$ cat src/rtl/branch_pkg.sv
// Shared definitions for the branch resolver.
// Contents:
//   upd_entry_t        - one predictor update {pc, ctr, target, alloc}
//   SNT/WNT/WT/ST      - 2-bit saturating counter states
//   UPD_DEPTH_DEFAULT  - default depth of the predictor-update queue
//   next_ctr()         - trained counter value for a resolved instruction
package branch_pkg;

  localparam logic [1:0] SNT = 2'd0;
  localparam logic [1:0] WNT = 2'd1;
  localparam logic [1:0] WT  = 2'd2;
  localparam logic [1:0] ST  = 2'd3;

  localparam int UPD_DEPTH_DEFAULT = 4;

  typedef struct packed {
    logic [31:0] pc;
    logic [1:0]  ctr;
    logic [31:0] target;
    logic        alloc;
  } upd_entry_t;

  // Jumps always train to strongly-taken; branches saturate at SNT/ST.
  function automatic logic [1:0] next_ctr(input logic is_jump,
                                          input logic taken,
                                          input logic [1:0] ctr);
    logic [1:0] res;
    if (is_jump)          res = ST;
    else if (taken)       res = (ctr == ST)  ? ST  : ctr + 2'd1;
    else                  res = (ctr == SNT) ? SNT : ctr - 2'd1;
    return res;
  endfunction

endpackage

$ cat src/rtl/branch_resolver_upd_fifo.sv
// upd_fifo: circular queue of predictor-update entries.
// Ports:
//   clk, rst    - clock, synchronous active-high reset (empties the queue)
//   push        - write push_data this cycle (accepted when not full, or
//                 when full and a pop happens in the same cycle)
//   push_data   - entry to enqueue
//   valid       - queue not empty; head shows the oldest entry
//   ready       - consumer takes the head when valid & ready
//   count       - current occupancy
module upd_fifo
  import branch_pkg::*;
#(
  parameter int DEPTH = UPD_DEPTH_DEFAULT
) (
  input  logic                     clk,
  input  logic                     rst,
  input  logic                     push,
  input  upd_entry_t               push_data,
  output logic                     valid,
  input  logic                     ready,
  output upd_entry_t               head,
  output logic [$clog2(DEPTH):0]   count
);

  localparam int AW = $clog2(DEPTH);
  localparam int CW = AW + 1;

  upd_entry_t      mem [DEPTH];
  logic [AW-1:0]   wr_ptr;
  logic [AW-1:0]   rd_ptr;
  logic            full;
  logic            pop;
  logic            wr_en;

  assign valid = (count != '0);
  assign full  = (count == CW'(DEPTH));
  assign pop   = valid & ready;
  // A pop frees the slot the push needs, so a full queue still takes a push.
  assign wr_en = push & (~full | pop);
  assign head  = mem[rd_ptr];

  always_ff @(posedge clk) begin
    if (rst) begin
      wr_ptr <= '0;
      rd_ptr <= '0;
      count  <= '0;
    end else begin
      if (wr_en) wr_ptr <= wr_ptr + AW'(1);
      if (pop)   rd_ptr <= rd_ptr + AW'(1);
      case ({wr_en, pop})
        2'b10:   count <= count + CW'(1);
        2'b01:   count <= count - CW'(1);
        default: ;
      endcase
    end
  end

  always_ff @(posedge clk) begin
    if (wr_en) mem[wr_ptr] <= push_data;
  end

endmodule

$ cat src/rtl/branch_resolver.sv
// branch_resolver: resolves control-transfer instructions in EX, redirects
// fetch on a mispredict and queues predictor (BHT/BTB) training updates.
// Ports:
//   clk, rst                     - clock, synchronous active-high reset
//   ex_valid, ex_is_jump         - instruction present / unconditional jump
//   ex_pc, ex_taken, ex_target   - PC, actual outcome, actual taken target
//   ex_pred_taken/target/ctr     - fetch-time prediction and its counter
//   PCSrc, t_addr                - fetch redirect strobe and address
//   flush                        - squash wrong-path IF/ID contents
//   stall_req                    - EX must hold (update queue has no room)
//   upd_valid/ready, upd_pc/ctr/target/alloc - predictor update stream
//   stat_branches, stat_mispredicts          - resolved / mispredict counts
module branch_resolver
  import branch_pkg::*;
#(
  parameter int UPD_DEPTH = UPD_DEPTH_DEFAULT
) (
  input  logic        clk,
  input  logic        rst,
  input  logic        ex_valid,
  input  logic        ex_is_jump,
  input  logic [31:0] ex_pc,
  input  logic        ex_taken,
  input  logic [31:0] ex_target,
  input  logic        ex_pred_taken,
  input  logic [31:0] ex_pred_target,
  input  logic [1:0]  ex_pred_ctr,
  output logic        PCSrc,
  output logic [31:0] t_addr,
  output logic        flush,
  output logic        stall_req,
  output logic        upd_valid,
  input  logic        upd_ready,
  output logic [31:0] upd_pc,
  output logic [1:0]  upd_ctr,
  output logic [31:0] upd_target,
  output logic        upd_alloc,
  output logic [31:0] stat_branches,
  output logic [31:0] stat_mispredicts
);

  localparam int CW = $clog2(UPD_DEPTH) + 1;

  logic          actual_taken;
  logic          tgt_mis;
  logic          mispred;
  logic          accept;
  logic          pop;
  upd_entry_t    entry_p0;
  upd_entry_t    entry_p1;
  logic          vld_p1;
  logic          redirect_p1;
  logic [31:0]   taddr_p1;
  upd_entry_t    head;
  logic [CW-1:0] fifo_count;

  always_comb begin
    actual_taken    = ex_is_jump | ex_taken;
    tgt_mis         = (ex_target != ex_pred_target);
    mispred         = (actual_taken != ex_pred_taken) |
                      (actual_taken & ex_pred_taken & tgt_mis);
    entry_p0.pc     = ex_pc;
    entry_p0.ctr    = next_ctr(ex_is_jump, ex_taken, ex_pred_ctr);
    entry_p0.target = ex_target;
    entry_p0.alloc  = actual_taken & (~ex_pred_taken | tgt_mis);
  end

  // Counting the not-yet-pushed entry keeps the queue from ever being asked
  // to take a push it has no room for; a pop this cycle frees a slot.
  assign pop       = upd_valid & upd_ready;
  assign stall_req = ((int'(fifo_count) + int'(vld_p1)) >= UPD_DEPTH) && !pop;
  // The instruction in EX during a flush cycle is wrong-path and is dropped.
  assign accept    = ex_valid & ~stall_req & ~redirect_p1;

  // ---- p0 -> p1: resolution registered, redirect and stats visible ----
  always_ff @(posedge clk) begin
    if (rst) begin
      vld_p1           <= 1'b0;
      redirect_p1      <= 1'b0;
      taddr_p1         <= '0;
      stat_branches    <= '0;
      stat_mispredicts <= '0;
    end else begin
      vld_p1      <= accept;
      redirect_p1 <= accept & mispred;
      if (accept & mispred)
        taddr_p1 <= actual_taken ? ex_target : ex_pc + 32'd4;
      if (accept)
        stat_branches <= stat_branches + 32'd1;
      if (accept & mispred)
        stat_mispredicts <= stat_mispredicts + 32'd1;
    end
  end

  always_ff @(posedge clk) begin
    if (accept) entry_p1 <= entry_p0;
  end

  assign PCSrc  = redirect_p1;
  assign flush  = redirect_p1;
  assign t_addr = taddr_p1;

  // ---- p1 -> queue: update entry enqueued the cycle after accept ----
  upd_fifo #(
    .DEPTH (UPD_DEPTH)
  ) u_upd_fifo (
    .clk       (clk),
    .rst       (rst),
    .push      (vld_p1),
    .push_data (entry_p1),
    .valid     (upd_valid),
    .ready     (upd_ready),
    .head      (head),
    .count     (fifo_count)
  );

  assign upd_pc     = head.pc;
  assign upd_ctr    = head.ctr;
  assign upd_target = head.target;
  assign upd_alloc  = head.alloc;

endmodule

$ cat config.mk
export PLATFORM = sky130hd
export DESIGN_NAME = branch_resolver
export DESIGN_NICKNAME = d
export VERILOG_FILES = /design/src/rtl/branch_pkg.sv /design/src/rtl/branch_resolver_upd_fifo.sv /design/src/rtl/branch_resolver.sv
export SDC_FILE = /design/constraint.sdc
export NUM_CORES = 1
export LEC_CHECK = 0
export CAP_MARGIN = 20
export CORE_MARGIN = 1
export CORE_UTILIZATION = 25
export DETAILED_ROUTE_END_ITERATION = 10
export GPL_ROUTABILITY_DRIVEN = 0
export PLACE_DENSITY = 0.46
export SLEW_MARGIN = 20
export SYNTH_ARGS = -nofsm -noshare
export SYNTH_HDL_FRONTEND = slang
export SYNTH_HIERARCHICAL = 1
export SYNTH_SLANG_ARGS = --single-unit
$ cat constraint.sdc
create_clock -name clk -period 3.9 [get_ports clk]
set_clock_uncertainty 0.15 [all_clocks]
set_input_delay 0.78 -clock clk [delete_from_list [all_inputs] [get_ports clk]]
set_output_delay 0.78 -clock clk [all_outputs]
set_load 0.01 [all_outputs]
# --- Word level (Yosys, flattened, before mapping) ---
# Memory sizes are Yosys's and may differ from the RTL's. A register that Yosys moved wholly into a read port is not among the register bits.
# Cells that the tools add are included.
classes:
  n_addsub: 10
  n_mux: 9
  reduce_logical: 5
  n_eq_ne: 6
  bitwise_logic: 16
  order_cmp: 1
op_table:
  columns: ["op", "n"]
  rows:
  - ["$add 32x1->32 const B", 2]
  - ["$add 32x3->32 const B", 1]
  - ["$mux 32", 1]
  - ["$ne 32x32->1", 1]
  - ["$mux 2", 5]
  - ["$and 1x1->1", 8]
  - ["$add 2x1->2 const B", 3]
  - ["$pmux 3 s2", 1]
  - ["$add 3x1->4", 1]
  - ["$eq 2x2->1 const B", 2]
  - ["$ge 4x3->1 const B", 1]
  - ["$not 1->1", 4]
  - ["$or 1x1->1", 4]
  - ["$add 3x1->3 const B", 1]
  - ["$eq 3x3->1 const B", 1]
  - ["$reduce_bool 3->1", 1]
  - ["$sub 3x1->3 const B", 1]
  - ["$eq 2x1->1 const B", 1]
  - ["$logic_not 2->1", 1]
  - ["$mux 1", 2]
  - ["$reduce_bool 2->1", 1]
  - ["$sub 2x1->2 const B", 1]
  - ["$logic_and 1x1->1", 1]
  - ["$logic_not 1->1", 1]
  - ["$ne 1x1->1", 1]
totals:
  wordCells: 60
  register_bits: 172
  memories: 1
  out_inout_bits: 167
  ram_bits: 268
mem_list:
  columns: ["memory", "depth", "width", "rd", "rd_clocked_by_memory_dff", "wr", "line_no", "text"]
  rows:
  - ["u_upd_fifo.mem", 4, 67, 1, 1, 1, "branch_resolver_upd_fifo.sv:28", "upd_entry_t mem [DEPTH];"]

# --- Depth between registers and ports, before layout ---
# Gate-level depths: netlist (run 1).
logic_depth:
  depth_word: 8
  ltp_mapped: 12
  mapped_depth_nobuf: 8

# --- By module ---
# Netlist (run 1), hierarchy kept.
by_module_without_submodules:
  columns: ["module", "area_per_inst_um2", "n_inst", "cells_each"]
  rows:
  - ["upd_fifo", 10262.3, 1, 415]
  - ["branch_resolver", 7781.2, 1, 772]

# --- Worst setup path before layout (run 1) ---
# Ideal clock, no wire load.
synth_timing:
  path_type: "input to register"
  from: "input upd_ready"
  to: "register stat_mispredicts[17]"
  path_stages: 7
  arrival_time_ns: 3.208
  path_slack_ns: 0.421
  required_ns: 3.629
  path_cell_list: "nand2_1 > a21o_1 > inv_2 > nand2_1 > a211oi_1 > o211a_1 > mux2_2"
synth_via:
  elab_chain_cells: 7
synth_rtl:
  columns: ["item", "line_no", "text"]
  rows:
  - ["start: declaration", "branch_resolver.sv:33", "input logic upd_ready,"]
  - ["$and 1x1->1", "branch_resolver.sv:70", "assign pop = upd_valid & upd_ready;"]
  - ["$logic_not 1->1", "branch_resolver.sv:71", "assign stall_req = ((int'(fifo_count) + int'(vld_p1)) >= UPD_DEPTH) && !pop;"]
  - ["$logic_and 1x1->1", "branch_resolver.sv:71", null]
  - ["$not 1->1", "branch_resolver.sv:73", "assign accept = ex_valid & ~stall_req & ~redirect_p1;"]
  - ["$and 1x1->1 (2 in series)", "branch_resolver.sv:73", null]
  - ["net accept", "branch_resolver.sv:47", "logic accept;"]
  - ["$and 1x1->1", "branch_resolver.sv:90", "if (accept & mispred)"]
  - ["end signal: assignment", "branch_resolver.sv:91", "stat_mispredicts <= stat_mispredicts + 32'd1;"]
  - ["end: declaration", "branch_resolver.sv:39", "output logic [31:0] stat_mispredicts"]
# The timed path passes the listed nets, and every way through them passes these cells.
# A chain may end at the register's enable or synchronous reset.

==> metrics.txt, run 1 <==
# TYPE chip_impl_metric gauge
chip_impl_metric{name="grt_first_pass_wirelength",unit="µm"} 79750
chip_impl_metric{name="timing_hold_violations_final",unit=""} 0
chip_impl_metric{name="worst_case_clock_buffer_depth",unit=""} 3
chip_impl_metric{name="area_growth_syn_to_layout",unit="%"} 31.86
chip_impl_metric{name="clkSinkCount",unit=""} 442
chip_impl_metric{name="p_clk_share",unit="%"} 42.4
chip_impl_info{name="crit_path_top_delay_cell",value="mux4_2"} 1
chip_impl_metric{name="worst_slew_pin_slew",unit="ns"} 0.6848
chip_impl_metric{name="netlist-cell-type-count",unit=""} 59
chip_impl_metric{name="p_sw",unit="µW"} 2692
chip_impl_metric{name="syn-mean-instance-area",unit="µm²"} 15.20
chip_impl_metric{name="initial_core_util",unit="%"} 25.24
chip_impl_info{name="clock_tree.root_cell",value="clkbuf_16"} 1
chip_impl_info{name="cp-start-kind",value="register"} 1
chip_impl_info{name="crit_path_cell_trace",value="buf_12 -> mux4_2 -> clkdlybuf4s50_1"} 1
chip_impl_info{name="endpoint",value="upd_target[18]"} 1
chip_impl_metric{name="finalSetupTns",unit="ns"} 0
chip_impl_metric{name="max_slew_violations",unit=""} 0
chip_impl_metric{name="drc_marker_count_from_the_first_detailed_route_iteration",unit=""} 679
chip_impl_metric{name="cell_internal_pwr",unit="µW"} 8545
chip_impl_info{name="regToRegEndpoint",value="stat_branches[28]$_SDFFE_PP0P_"} 1
chip_impl_metric{name="drt_drc_violations_left",unit=""} 0
chip_impl_metric{name="use_met1",unit="%"} 19.02
chip_impl_info{name="tritoncts",value="yes"} 1
chip_impl_metric{name="core",unit="µm²"} 71490
chip_impl_metric{name="fin_area",unit="µm²"} 23790
chip_impl_info{name="crit-reg2reg-launch",value="u_upd_fifo/count[0]$_SDFFE_PP0P_"} 1
chip_impl_metric{name="grt.total_usage",unit="%"} 15.00
chip_impl_metric{name="leakage",unit="µW"} 0.007635
chip_impl_metric{name="yosysWarnings",unit=""} 6
chip_impl_metric{name="grt.overflow.total",unit=""} 0
chip_impl_metric{name="synth.net_count",unit=""} 1301
chip_impl_metric{name="design.die.area",unit="µm²"} 73250
chip_impl_info{name="rsz0062_at_grt",value="false"} 1
chip_impl_info{name="gr-max-usage-layer",value="met2"} 1
chip_impl_metric{name="cts_made_buffers",unit=""} 52
chip_impl_metric{name="setup-violations-final",unit=""} 0
chip_impl_metric{name="timing.final.crit_period",unit="ns"} 3.409
chip_impl_metric{name="slowest_delay",unit="ns"} 0.62
chip_impl_metric{name="antenna_found_initial",unit=""} 12
chip_impl_metric{name="yosys_register_bits",unit=""} 442
chip_impl_metric{name="critical_path.max_fanout",unit=""} 42
chip_impl_metric{name="grt_pass1_vias",unit=""} 11410
chip_impl_metric{name="cp_num_cells",unit=""} 3
chip_impl_metric{name="die_h",unit="µm"} 270.7
chip_impl_metric{name="grt.met3_usage",unit="%"} 5.006
chip_impl_metric{name="port_buffers",unit=""} 271
chip_impl_metric{name="crit_required",unit="ns"} 2.97
chip_impl_metric{name="row_count",unit=""} 98
chip_impl_metric{name="power.sequential.fraction",unit="%"} 47.8
chip_impl_metric{name="switching_share",unit="%"} 23.96
chip_impl_metric{name="layout-drive-gt1-share",unit="%"} 15.73
chip_impl_metric{name="timing.slew.headroom",unit="%"} 54.29
chip_impl_info{name="synth_ff_type",value="edfxtp_1"} 1
chip_impl_info{name="holdCritPathClass",value="register to register"} 1
chip_impl_metric{name="netlist_instances",unit=""} 1187
chip_impl_metric{name="max-cap-violations",unit=""} 0
chip_impl_metric{name="combinationalPowerShare",unit="%"} 9.8
chip_impl_metric{name="r2r_slack",unit="ns"} 1.04
chip_impl_metric{name="placedInstanceArea",unit="µm²"} 22100
chip_impl_metric{name="cts_post_setup_buffers_inserted",unit=""} 0
chip_impl_metric{name="peakVddDrop",unit="mV"} 0.2861
chip_impl_metric{name="drt_pass1_iterations",unit=""} 6
chip_impl_metric{name="ys_seq_area_share",unit="%"} 67.62
chip_impl_metric{name="detail_route.vias_per_cell",unit=""} 4.575
chip_impl_metric{name="worst_setup_hold_path_clk_slew",unit="ns"} 0.06
chip_impl_metric{name="dieWidth",unit="µm"} 270.7
chip_impl_info{name="outcome",value="finished clean"} 1
chip_impl_metric{name="cts_hold_buf",unit=""} 0
chip_impl_metric{name="rr_worst_depth",unit=""} 7
chip_impl_metric{name="cp_data_arrival_time",unit="ns"} 2.48
chip_impl_metric{name="route.vias.total",unit=""} 11340
chip_impl_metric{name="synth_edf_count",unit=""} 335
chip_impl_metric{name="timing.critical_path.buf_inv",unit=""} 2
chip_impl_metric{name="synth-async-reset-ratio",unit="%"} 0
chip_impl_metric{name="wl_per_cell",unit="µm"} 22.51
chip_impl_metric{name="finish.net_count",unit=""} 1597
chip_impl_metric{name="area_of_the_mapped_netlist",unit="µm²"} 18040
chip_impl_metric{name="htree_num_levels",unit=""} 2
chip_impl_metric{name="ctsResizeCount",unit=""} 0
chip_impl_metric{name="highest_clock_rate",unit="GHz"} 0.2933
chip_impl_metric{name="antenna_violating_nets_post_route",unit=""} 0
chip_impl_info{name="worstSetupEndpointType",value="primary output"} 1
chip_impl_metric{name="io-pin-count",unit=""} 272
chip_impl_metric{name="clock_latency",unit="ns"} 0.61
chip_impl_metric{name="min_period_over_period",unit="%"} 87.42
chip_impl_metric{name="groute.layer.met2.usage",unit="%"} 24.39
chip_impl_metric{name="holdWs",unit="ns"} 0.3182
chip_impl_metric{name="power.density_cell_area",unit="nW/µm²"} 472.3
chip_impl_metric{name="finalWirelength",unit="µm"} 55780
chip_impl_info{name="critical_path.top_delay_family",value="buffers and inverters"} 1
chip_impl_metric{name="place.detailed.hpwl",unit="µm"} 38190
chip_impl_info{name="setup.worst_path.class",value="register to primary output"} 1
chip_impl_metric{name="filler_cell_count",unit=""} 6933
chip_impl_metric{name="grt_max_degree",unit=""} 72
## worst min path at each step
stage / startpoint / endpoint / slack (ns) / cells past startpoint
2_1_floorplan: entry_p1[0]$_DFFE_PP_ / u_upd_fifo/mem[0][0]$_DFFE_PP_ / 0.31 / 0
3_3_place_gp: t_addr[6]$_SDFFE_PP0P_ / t_addr[6]$_SDFFE_PP0P_ / 0.30 / 2
3_5_place_dp: t_addr[6]$_SDFFE_PP0P_ / t_addr[6]$_SDFFE_PP0P_ / 0.31 / 2
4_1_cts: t_addr[6]$_SDFFE_PP0P_ / t_addr[6]$_SDFFE_PP0P_ / 0.32 / 2
5_1_grt: t_addr[6]$_SDFFE_PP0P_ / t_addr[6]$_SDFFE_PP0P_ / 0.33 / 2
6_report: t_addr[6]$_SDFFE_PP0P_ / t_addr[6]$_SDFFE_PP0P_ / 0.32 / 2
## state kept, by name, summed over array words and instances (netlist names), named ones only
signal             cells
u_upd_fifo/rd_ptr      2
u_upd_fifo/count       3
vld_p1                 1
PCSrc                  1
entry_p1              67
stat_branches         32
stat_mispredicts      32
u_upd_fifo/wr_ptr      2
u_upd_fifo/mem       268
t_addr                32
## Yosys cell counts, types with 3 or more instances
library cell	count	area share, %
a211oi_1	9	0.37
a21oi_1	38	1.1
a221oi_1	16	0.78
a31o_2	15	0.73
and2_1	3	0.10
and3_1	17	0.59
and4_1	9	0.44
buf_1	6	0.12
buf_12	4	0.44
buf_2	7	0.19
buf_4	4	0.17
buf_6	3	0.19
clkbuf_1	44	0.92
dfxtp_1	107	12
edfxtp_1	335	56
ha_1	8	0.55
inv_1	21	0.44
mux2_2	29	1.8
mux2i_1	4	0.22
mux4_2	67	8.4
nand2_1	38	0.79
nand3_1	40	1.1
nand4_1	38	1.3
nor2_1	85	1.8
nor2b_1	29	1.0
nor3_1	17	0.47
nor4_1	13	0.45
o211a_1	5	0.28
o21ai_0	34	0.94
o221ai_1	11	0.53
o311a_1	3	0.17
or3_1	10	0.35
xnor2_1	67	3.3
xor2_1	19	0.92
## cell usage in the layout, fill, tap and decap left out, types with 16 or more instances in the layout
cell type        instances
a21oi_1                 37
nor2b_1                 29
nor3_1                  17
clkbuf_16               52
edfxtp_1               335
inv_1                   21
a221oi_1                16
mux4_2                  67
clkdlybuf4s50_1        270
nand2_1                 37
nand4_1                 38
nor2_1                  84
dfxtp_1                105
buf_4                   25
xnor2_1                 67
o21ai_0                 34
xor2_1                  19
mux2_2                  29
nand3_1                 40
## power groups by stage
| stage | logic (µW) | registers (µW) | clock network [µW] |
|---|---|---|---|
| 2_1_floorplan | 485 | 5450 | 0 |
| 3_3_place_gp | 1130 | 5460 | 0 |
| 3_5_place_dp | 1130 | 5470 | 0 |
| 4_1_cts | 1130 | 5370 | 4930 |
| 5_1_grt | 1190 | 5390 | 5100 |
| 6_report | 1100 | 5370 | 4760 |
## stage by stage
stage	setup WS, ns	util [%]	std cells	power [µW]
after floorplan	0.4212	-	1187	5938
after detailed placement	0.3900	30.92	2379	6601
final	0.4905	33.28	2478	11240
after CTS	0.4248	33.27	2476	11430
after global routing	0.3805	33.28	2478	11680
after global placement	0.4685	30.92	2379	6590
## routing by layer
metal / wire, µm / part of all wire (%)
met4: 1046 / 1.9
met3: 4394 / 7.9
met5: 91 / 0.16
met2: 26520 / 48
met1: 23730 / 43
## logic make-up (layout without fill, tap and decap cells)
logic type | count (synthesis) | after routing | synth area share [%]
DFF | 442 | 442 | 67.62
and+or+nand+nor | 308 | 308 | 8.800
AOI/OAI and AO/OA | 151 | 151 | 5.797
muxes | 100 | 100 | 10.39
buffers and inverters | 90 | 429 | 2.489
xor gates and xnor gates | 86 | 86 | 4.174
adders and majority gates | 10 | 10 | 0.7212
other | 0 | 2 | 0
## final cells by class
class                      count  area [µm²]  share of cell area [%]
sequential                   442       12210                   51.32
multi-input combinational    655        5428                   22.81
timing repair buffer         310        3191                   13.41
clock buffer                  61        1335                   5.611
tap                          950        1189                   4.996
clock inverter                36       351.6                   1.478
inverter                      22       83.83                  0.3524
antenna                        2       5.005                 0.02104
## worst register-to-register path: cells and delay by family, from the launching register on
kind            cells  cell delay [ns]
simple gates        5             1.39
flops               1             0.52
compound gates      1             0.50
xor+xnor            1             0.17
Power figures use the tool's default switching activity.
==> inputs of run 2 (changes only) <==
--- a/config.mk
+++ b/config.mk
@@ -8,6 +8,7 @@
 export CAP_MARGIN = 20
 export CORE_MARGIN = 1
 export CORE_UTILIZATION = 25
+export CTS_CLUSTER_DIAMETER = 40
 export DETAILED_ROUTE_END_ITERATION = 10
 export GPL_ROUTABILITY_DRIVEN = 0
 export PLACE_DENSITY = 0.46
==> run 2 against run 1 <==
Die area did not move. Clock power increased by 59%. Final cell count up 2.3%.
==> metrics.txt, run 2 (synthesis results as in run 1) <==
# TYPE chip_impl_metric gauge
chip_impl_metric{name="grt.total_usage",unit="%"} 15.20
chip_impl_metric{name="drt_drc_violations_left",unit=""} 0
chip_impl_metric{name="area_growth_syn_to_layout",unit="%"} 39.13
chip_impl_metric{name="power.density_cell_area",unit="nW/µm²"} 560.1
chip_impl_info{name="rsz0062_at_grt",value="false"} 1
chip_impl_info{name="cp-start-kind",value="register"} 1
chip_impl_metric{name="antenna_violating_nets_post_route",unit=""} 0
chip_impl_metric{name="max-cap-violations",unit=""} 0
chip_impl_metric{name="final_util",unit="%"} 35.12
chip_impl_metric{name="antenna_found_initial",unit=""} 11
chip_impl_metric{name="leakage",unit="µW"} 0.008267
chip_impl_metric{name="rr_worst_depth",unit=""} 7
chip_impl_metric{name="peakVddDrop",unit="mV"} 0.3175
chip_impl_metric{name="grt_pass1_vias",unit=""} 11740
chip_impl_metric{name="max_slew_violations",unit=""} 0
chip_impl_metric{name="timing.slew.headroom",unit="%"} 54.02
chip_impl_metric{name="placedInstanceArea",unit="µm²"} 22100
chip_impl_metric{name="port_buffers",unit=""} 271
chip_impl_metric{name="layout-drive-gt1-share",unit="%"} 19.43
chip_impl_metric{name="worst_setup_hold_path_clk_slew",unit="ns"} 0.05
chip_impl_metric{name="clkSinkCount",unit=""} 442
chip_impl_metric{name="core",unit="µm²"} 71490
chip_impl_metric{name="layout_setup_ws",unit="ns"} 0.4947
chip_impl_metric{name="grt.overflow.total",unit=""} 0
chip_impl_metric{name="drt_pass1_iterations",unit=""} 5
chip_impl_metric{name="p_sw",unit="µW"} 3209
chip_impl_metric{name="dieWidth",unit="µm"} 270.7
chip_impl_metric{name="ctsResizeCount",unit=""} 0
chip_impl_metric{name="highest_clock_rate",unit="GHz"} 0.2937
chip_impl_metric{name="cts_hold_buf",unit=""} 0
chip_impl_metric{name="timing.final.crit_period",unit="ns"} 3.405
chip_impl_metric{name="largest_register_ffs",unit=""} 268
chip_impl_metric{name="place.detailed.hpwl",unit="µm"} 38190
chip_impl_info{name="max_flop_register",value="u_upd_fifo/mem"} 1
chip_impl_metric{name="combinationalPowerShare",unit="%"} 7.8
chip_impl_metric{name="clock_latency",unit="ns"} 0.60
chip_impl_metric{name="design.die.area",unit="µm²"} 73250
chip_impl_metric{name="worst_case_clock_buffer_depth",unit=""} 3
chip_impl_info{name="setup.worst_path.class",value="register to primary output"} 1
chip_impl_metric{name="grt_max_degree",unit=""} 72
chip_impl_metric{name="cts_made_buffers",unit=""} 84
chip_impl_info{name="endpoint",value="upd_target[13]"} 1
chip_impl_info{name="outcome",value="finished clean"} 1
chip_impl_info{name="crit-reg2reg-launch",value="u_upd_fifo/count[0]$_SDFFE_PP0P_"} 1
chip_impl_metric{name="cell_internal_pwr",unit="µW"} 10850
chip_impl_info{name="holdCritPathClass",value="register to register"} 1
chip_impl_metric{name="worst_slew_pin_slew",unit="ns"} 0.6889
chip_impl_metric{name="die_h",unit="µm"} 270.7
chip_impl_info{name="clock_tree.root_cell",value="clkbuf_16"} 1
chip_impl_info{name="largest_registers",value="u_upd_fifo/mem (268), entry_p1 (67)"} 1
chip_impl_metric{name="crit_required",unit="ns"} 2.97
chip_impl_metric{name="wl_per_cell",unit="µm"} 22.26
chip_impl_metric{name="htree_num_levels",unit=""} 3
chip_impl_metric{name="detail_route.vias_per_cell",unit=""} 4.547
chip_impl_metric{name="p_clk_share",unit="%"} 53.9
chip_impl_info{name="tritoncts",value="yes"} 1
chip_impl_metric{name="finish.net_count",unit=""} 1629
chip_impl_metric{name="fin_area",unit="µm²"} 25100
chip_impl_info{name="regToRegEndpoint",value="stat_branches[28]$_SDFFE_PP0P_"} 1
chip_impl_metric{name="holdWs",unit="ns"} 0.3175
chip_impl_metric{name="setup-violations-final",unit=""} 0
chip_impl_metric{name="switching_share",unit="%"} 22.82
chip_impl_metric{name="route.vias.total",unit=""} 11530
chip_impl_metric{name="io-pin-count",unit=""} 272
chip_impl_metric{name="cts_post_setup_buffers_inserted",unit=""} 0
chip_impl_metric{name="row_count",unit=""} 98
chip_impl_metric{name="finalWirelength",unit="µm"} 56450
chip_impl_info{name="mostFrequentLayoutCell",value="edfxtp_1"} 1
chip_impl_metric{name="timing_hold_violations_final",unit=""} 0
chip_impl_metric{name="power.sequential.fraction",unit="%"} 38.3
chip_impl_metric{name="pre_cts_slack",unit="ns"} 0.3900
chip_impl_info{name="worstSetupEndpointType",value="primary output"} 1
chip_impl_metric{name="cp_data_arrival_time",unit="ns"} 2.48
chip_impl_metric{name="drc_marker_count_from_the_first_detailed_route_iteration",unit=""} 631
chip_impl_metric{name="critical_path.max_fanout",unit=""} 42
chip_impl_metric{name="initial_core_util",unit="%"} 25.24
chip_impl_info{name="layout.cells.most_common_list",value="edfxtp_1, clkdlybuf4s50_1, dfxtp_1"} 1
chip_impl_metric{name="grt_first_pass_wirelength",unit="µm"} 80790
chip_impl_metric{name="finalSetupTns",unit="ns"} 0
chip_impl_metric{name="min_period_over_period",unit="%"} 87.32
chip_impl_metric{name="r2r_slack",unit="ns"} 0.99
-- run 2: worst max-delay path: stages, from the launching register on --
cell and delay (ns):
dfxtp_4 0.37, buf_12 0.30, mux4_2 0.60, clkdlybuf4s50_1 0.52
-- run 2: metrics by stage --
step / instances / power [µW]
2_1_floorplan: 1187 / 5938
3_3_place_gp: 2379 / 6590
3_5_place_dp: 2379 / 6601
4_1_cts: 2535 / 14260
5_1_grt: 2536 / 14520
6_report: 2536 / 14060
-- run 2: cell type report --
| class | count | area (µm²) |
|---|---|---|
| sequential | 442 | 12210 |
| clock inverter | 59 | 789.5 |
| antenna | 1 | 2.502 |
| timing repair buffer | 310 | 3191 |
| multi-input combinational | 655 | 5428 |
| inverter | 22 | 83.83 |
| clock buffer | 97 | 2212 |
| fill | 6838 | 46380 |
| tap | 950 | 1189 |
-- run 2: how the worst min path moves through the flow --
stage / cells after the start / startpoint / to
after floorplan: 0 / entry_p1[0]$_DFFE_PP_ / u_upd_fifo/mem[0][0]$_DFFE_PP_
after CTS: 2 / t_addr[6]$_SDFFE_PP0P_ / t_addr[6]$_SDFFE_PP0P_
after detailed placement: 2 / t_addr[6]$_SDFFE_PP0P_ / t_addr[6]$_SDFFE_PP0P_
final: 2 / t_addr[6]$_SDFFE_PP0P_ / t_addr[6]$_SDFFE_PP0P_
after global routing: 2 / t_addr[6]$_SDFFE_PP0P_ / t_addr[6]$_SDFFE_PP0P_
after global placement: 2 / t_addr[6]$_SDFFE_PP0P_ / t_addr[6]$_SDFFE_PP0P_
-- run 2: routing by layer --
metal	wire length (µm)	vias up	GRT usage [%]
met5	86	-	0
met4	1149	14	3.999
met3	4501	82	5.796
met2	26860	344	24.55
met1	23850	5797	18.93
li1	-	5293	-
-- run 2: power by group through the flow --
stage               Combinational, µW  Sequential (µW)  Clock [µW]
floorplan                         485             5450           0
CTS                              1130             5380        7750
finish                           1100             5380        7580
global route                     1190             5400        7930
detailed placement               1130             5470           0
global placement                 1130             5460           0
==> inputs of run 3 (changes only) <==
--- a/config.mk
+++ b/config.mk
@@ -11,7 +11,7 @@
 export CTS_CLUSTER_DIAMETER = 40
 export DETAILED_ROUTE_END_ITERATION = 10
 export GPL_ROUTABILITY_DRIVEN = 0
-export PLACE_DENSITY = 0.46
+export PLACE_DENSITY = 0.41
 export SLEW_MARGIN = 20
 export SYNTH_ARGS = -nofsm -noshare
 export SYNTH_HDL_FRONTEND = slang
==> run 3 against run 2 <==
Sequential power hardly changed. Register-to-register slack better by 0.03 ns. Global-route usage is 0.41 points higher. Non-clock buffer count is 10 higher. Worst setup slack better by 0.028 ns. First-iteration DRC count is 35% higher. Via count is 0.60% higher. Critical endpoint is now upd_target[31]. Highest routed layer unchanged.
==> metrics.txt, run 3 (synthesis results as in run 1) <==
# TYPE chip_impl_metric gauge
chip_impl_metric{name="dieWidth",unit="µm"} 270.7
chip_impl_info{name="rsz0062_at_grt",value="false"} 1
chip_impl_metric{name="grt_max_degree",unit=""} 62
chip_impl_metric{name="power.density_cell_area",unit="nW/µm²"} 542.9
chip_impl_metric{name="cell_internal_pwr",unit="µW"} 10340
chip_impl_metric{name="crit_required",unit="ns"} 2.97
chip_impl_metric{name="grt_pass1_vias",unit=""} 11900
chip_impl_info{name="largest_registers",value="u_upd_fifo/mem (268), entry_p1 (67)"} 1
chip_impl_info{name="outcome",value="finished clean"} 1
chip_impl_metric{name="clkSinkCount",unit=""} 442
chip_impl_metric{name="min_period_over_period",unit="%"} 86.61
chip_impl_metric{name="worst_slew_pin_slew",unit="ns"} 0.8960
chip_impl_metric{name="ctsResizeCount",unit=""} 0
chip_impl_info{name="max_flop_register",value="u_upd_fifo/mem"} 1
chip_impl_metric{name="r2r_slack",unit="ns"} 1.02
chip_impl_metric{name="htree_num_levels",unit=""} 3
chip_impl_metric{name="leakage",unit="µW"} 0.008218
chip_impl_metric{name="worst_case_clock_buffer_depth",unit=""} 3
chip_impl_metric{name="wl_per_cell",unit="µm"} 22.68
chip_impl_metric{name="layout-drive-gt1-share",unit="%"} 20.15
chip_impl_metric{name="area_growth_syn_to_layout",unit="%"} 38.72
chip_impl_metric{name="timing.slew.headroom",unit="%"} 40.27
chip_impl_metric{name="finish.net_count",unit=""} 1641
chip_impl_metric{name="route.vias.total",unit=""} 11600
chip_impl_metric{name="p_sw",unit="µW"} 3246
chip_impl_metric{name="largest_register_ffs",unit=""} 268
chip_impl_metric{name="drt_pass1_iterations",unit=""} 7
chip_impl_metric{name="final_util",unit="%"} 35.01
chip_impl_metric{name="io-pin-count",unit=""} 272
chip_impl_metric{name="detail_route.vias_per_cell",unit=""} 4.550
chip_impl_metric{name="max-cap-violations",unit=""} 0
chip_impl_metric{name="design.die.area",unit="µm²"} 73250
chip_impl_metric{name="rr_worst_depth",unit=""} 7
chip_impl_metric{name="cts_made_buffers",unit=""} 86
chip_impl_metric{name="finalSetupTns",unit="ns"} 0
chip_impl_metric{name="timing.final.crit_period",unit="ns"} 3.378
chip_impl_info{name="crit-reg2reg-launch",value="u_upd_fifo/count[0]$_SDFFE_PP0P_"} 1
chip_impl_info{name="tritoncts",value="yes"} 1
chip_impl_info{name="holdCritPathClass",value="register to register"} 1
chip_impl_metric{name="initial_core_util",unit="%"} 25.24
chip_impl_metric{name="finalWirelength",unit="µm"} 57800
chip_impl_metric{name="cts_hold_buf",unit=""} 0
chip_impl_metric{name="highest_clock_rate",unit="GHz"} 0.2961
chip_impl_info{name="clock_tree.root_cell",value="clkbuf_16"} 1
chip_impl_metric{name="cp_data_arrival_time",unit="ns"} 2.45
chip_impl_metric{name="power.sequential.fraction",unit="%"} 39.6
chip_impl_metric{name="port_buffers",unit=""} 271
chip_impl_info{name="hold-path-endpoint",value="t_addr[9]$_SDFFE_PP0P_"} 1
chip_impl_metric{name="worst_setup_hold_path_clk_slew",unit="ns"} 0.05
chip_impl_metric{name="grt.total_usage",unit="%"} 15.61
chip_impl_metric{name="whs_path_depth",unit=""} 2
chip_impl_metric{name="core",unit="µm²"} 71490
chip_impl_info{name="cp-start-kind",value="register"} 1
chip_impl_info{name="start_point_of_the_worst_min_delay_path",value="t_addr[9]$_SDFFE_PP0P_"} 1
chip_impl_metric{name="grt_first_pass_wirelength",unit="µm"} 82740
chip_impl_info{name="layout.cells.most_common_list",value="edfxtp_1, clkdlybuf4s50_1, dfxtp_1"} 1
chip_impl_info{name="setup.worst_path.class",value="register to primary output"} 1
chip_impl_metric{name="p_clk_share",unit="%"} 52.1
chip_impl_metric{name="clock_latency",unit="ns"} 0.61
chip_impl_metric{name="peakVddDrop",unit="mV"} 0.2776
chip_impl_metric{name="setup-violations-final",unit=""} 0
chip_impl_metric{name="row_count",unit=""} 98
chip_impl_metric{name="grt.overflow.total",unit=""} 0
chip_impl_metric{name="place.detailed.hpwl",unit="µm"} 40170
chip_impl_metric{name="drt_drc_violations_left",unit=""} 0
chip_impl_info{name="worstSetupEndpointType",value="primary output"} 1
chip_impl_metric{name="switching_share",unit="%"} 23.89
chip_impl_info{name="mostFrequentLayoutCell",value="edfxtp_1"} 1
chip_impl_metric{name="die_h",unit="µm"} 270.7
chip_impl_metric{name="antenna_found_initial",unit=""} 9
chip_impl_metric{name="timing_hold_violations_final",unit=""} 0
chip_impl_metric{name="cts_post_setup_buffers_inserted",unit=""} 0
chip_impl_info{name="regToRegEndpoint",value="stat_branches[28]$_SDFFE_PP0P_"} 1
chip_impl_metric{name="drc_marker_count_from_the_first_detailed_route_iteration",unit=""} 849
chip_impl_metric{name="max_slew_violations",unit=""} 0
chip_impl_metric{name="combinationalPowerShare",unit="%"} 8.3
chip_impl_metric{name="antenna_violating_nets_post_route",unit=""} 0
chip_impl_metric{name="critical_path.max_fanout",unit=""} 39
## run 3: cell types whose count changed in the layout (fill, tap and decap cells not counted), moves of 3 or more
cell / change
clkinv_2: +5
clkbuf_16: +3
clkinvlp_4: +10
inv_6: -4
bufinv_16: -9
buf_4: +9
## run 3: per-stage QoR
stage	hold WS [ns]	power, µW	instance area, µm²	worst slack [ns]	instances
after floorplan	0.3087	5938	18040	0.4212	1187
after global placement	0.3061	6608	22190	0.3267	2389
after detailed placement	0.3079	6618	22190	0.2972	2389
after CTS	0.3074	13820	25030	0.4230	2548
after global routing	0.3295	14100	25030	0.3908	2548
final	0.3185	13590	25030	0.5223	2549
## run 3: critical path, cell delays in order, from the launching register on
cell	delay, ns
dfxtp_4	0.37
buf_12	0.29
mux4_2	0.55
clkdlybuf4s50_1	0.56
## run 3: how the worst max path moves through the flow
stage	from	endpoint	slack [ns]	cells past startpoint
final	register	upd_target[31]	0.52	3
after global routing	register	upd_pc[18]	0.39	3
after CTS	register	upd_pc[18]	0.42	3
after detailed placement	ex_target[18]	stat_mispredicts[23]$_SDFFE_PP0P_	0.30	9
after global placement	ex_target[3]	stat_mispredicts[23]$_SDFFE_PP0P_	0.33	9
after floorplan	upd_ready	stat_mispredicts[17]$_SDFFE_PP0P_	0.42	7
## run 3: layout make-up
| class | instances | area, µm² |
|---|---|---|
| Fill cell | 6809 | 46460 |
| Clock buffer | 97 | 2256 |
| Inverter | 22 | 83.83 |
| Antenna cell | 1 | 2.502 |
| Multi-Input combinational cell | 655 | 5428 |
| Tap cell | 950 | 1189 |
| Sequential cell | 442 | 12210 |
| Clock inverter | 62 | 584.3 |
| Timing Repair Buffer | 320 | 3278 |
## run 3: per-layer routing
metal / vias to the layer above / share of wire (%) / wire length, µm / track usage (%)
met2: 374 / 47 / 27120 / 24.64
met1: 5791 / 43 / 24690 / 20.07
met3: 92 / 8.1 / 4664 / 5.521
met5: - / 0.18 / 102 / 0
li1: 5326 / - / - / -
met4: 16 / 2.1 / 1233 / 4.490
## run 3: power groups by stage
stage	sequential, µW	clock, µW	combinational, µW
6_report	5380	7090	1120
5_1_grt	5400	7500	1200
4_1_cts	5380	7290	1150
3_5_place_dp	5470	0	1150
3_3_place_gp	5460	0	1150
2_1_floorplan	5450	0	485
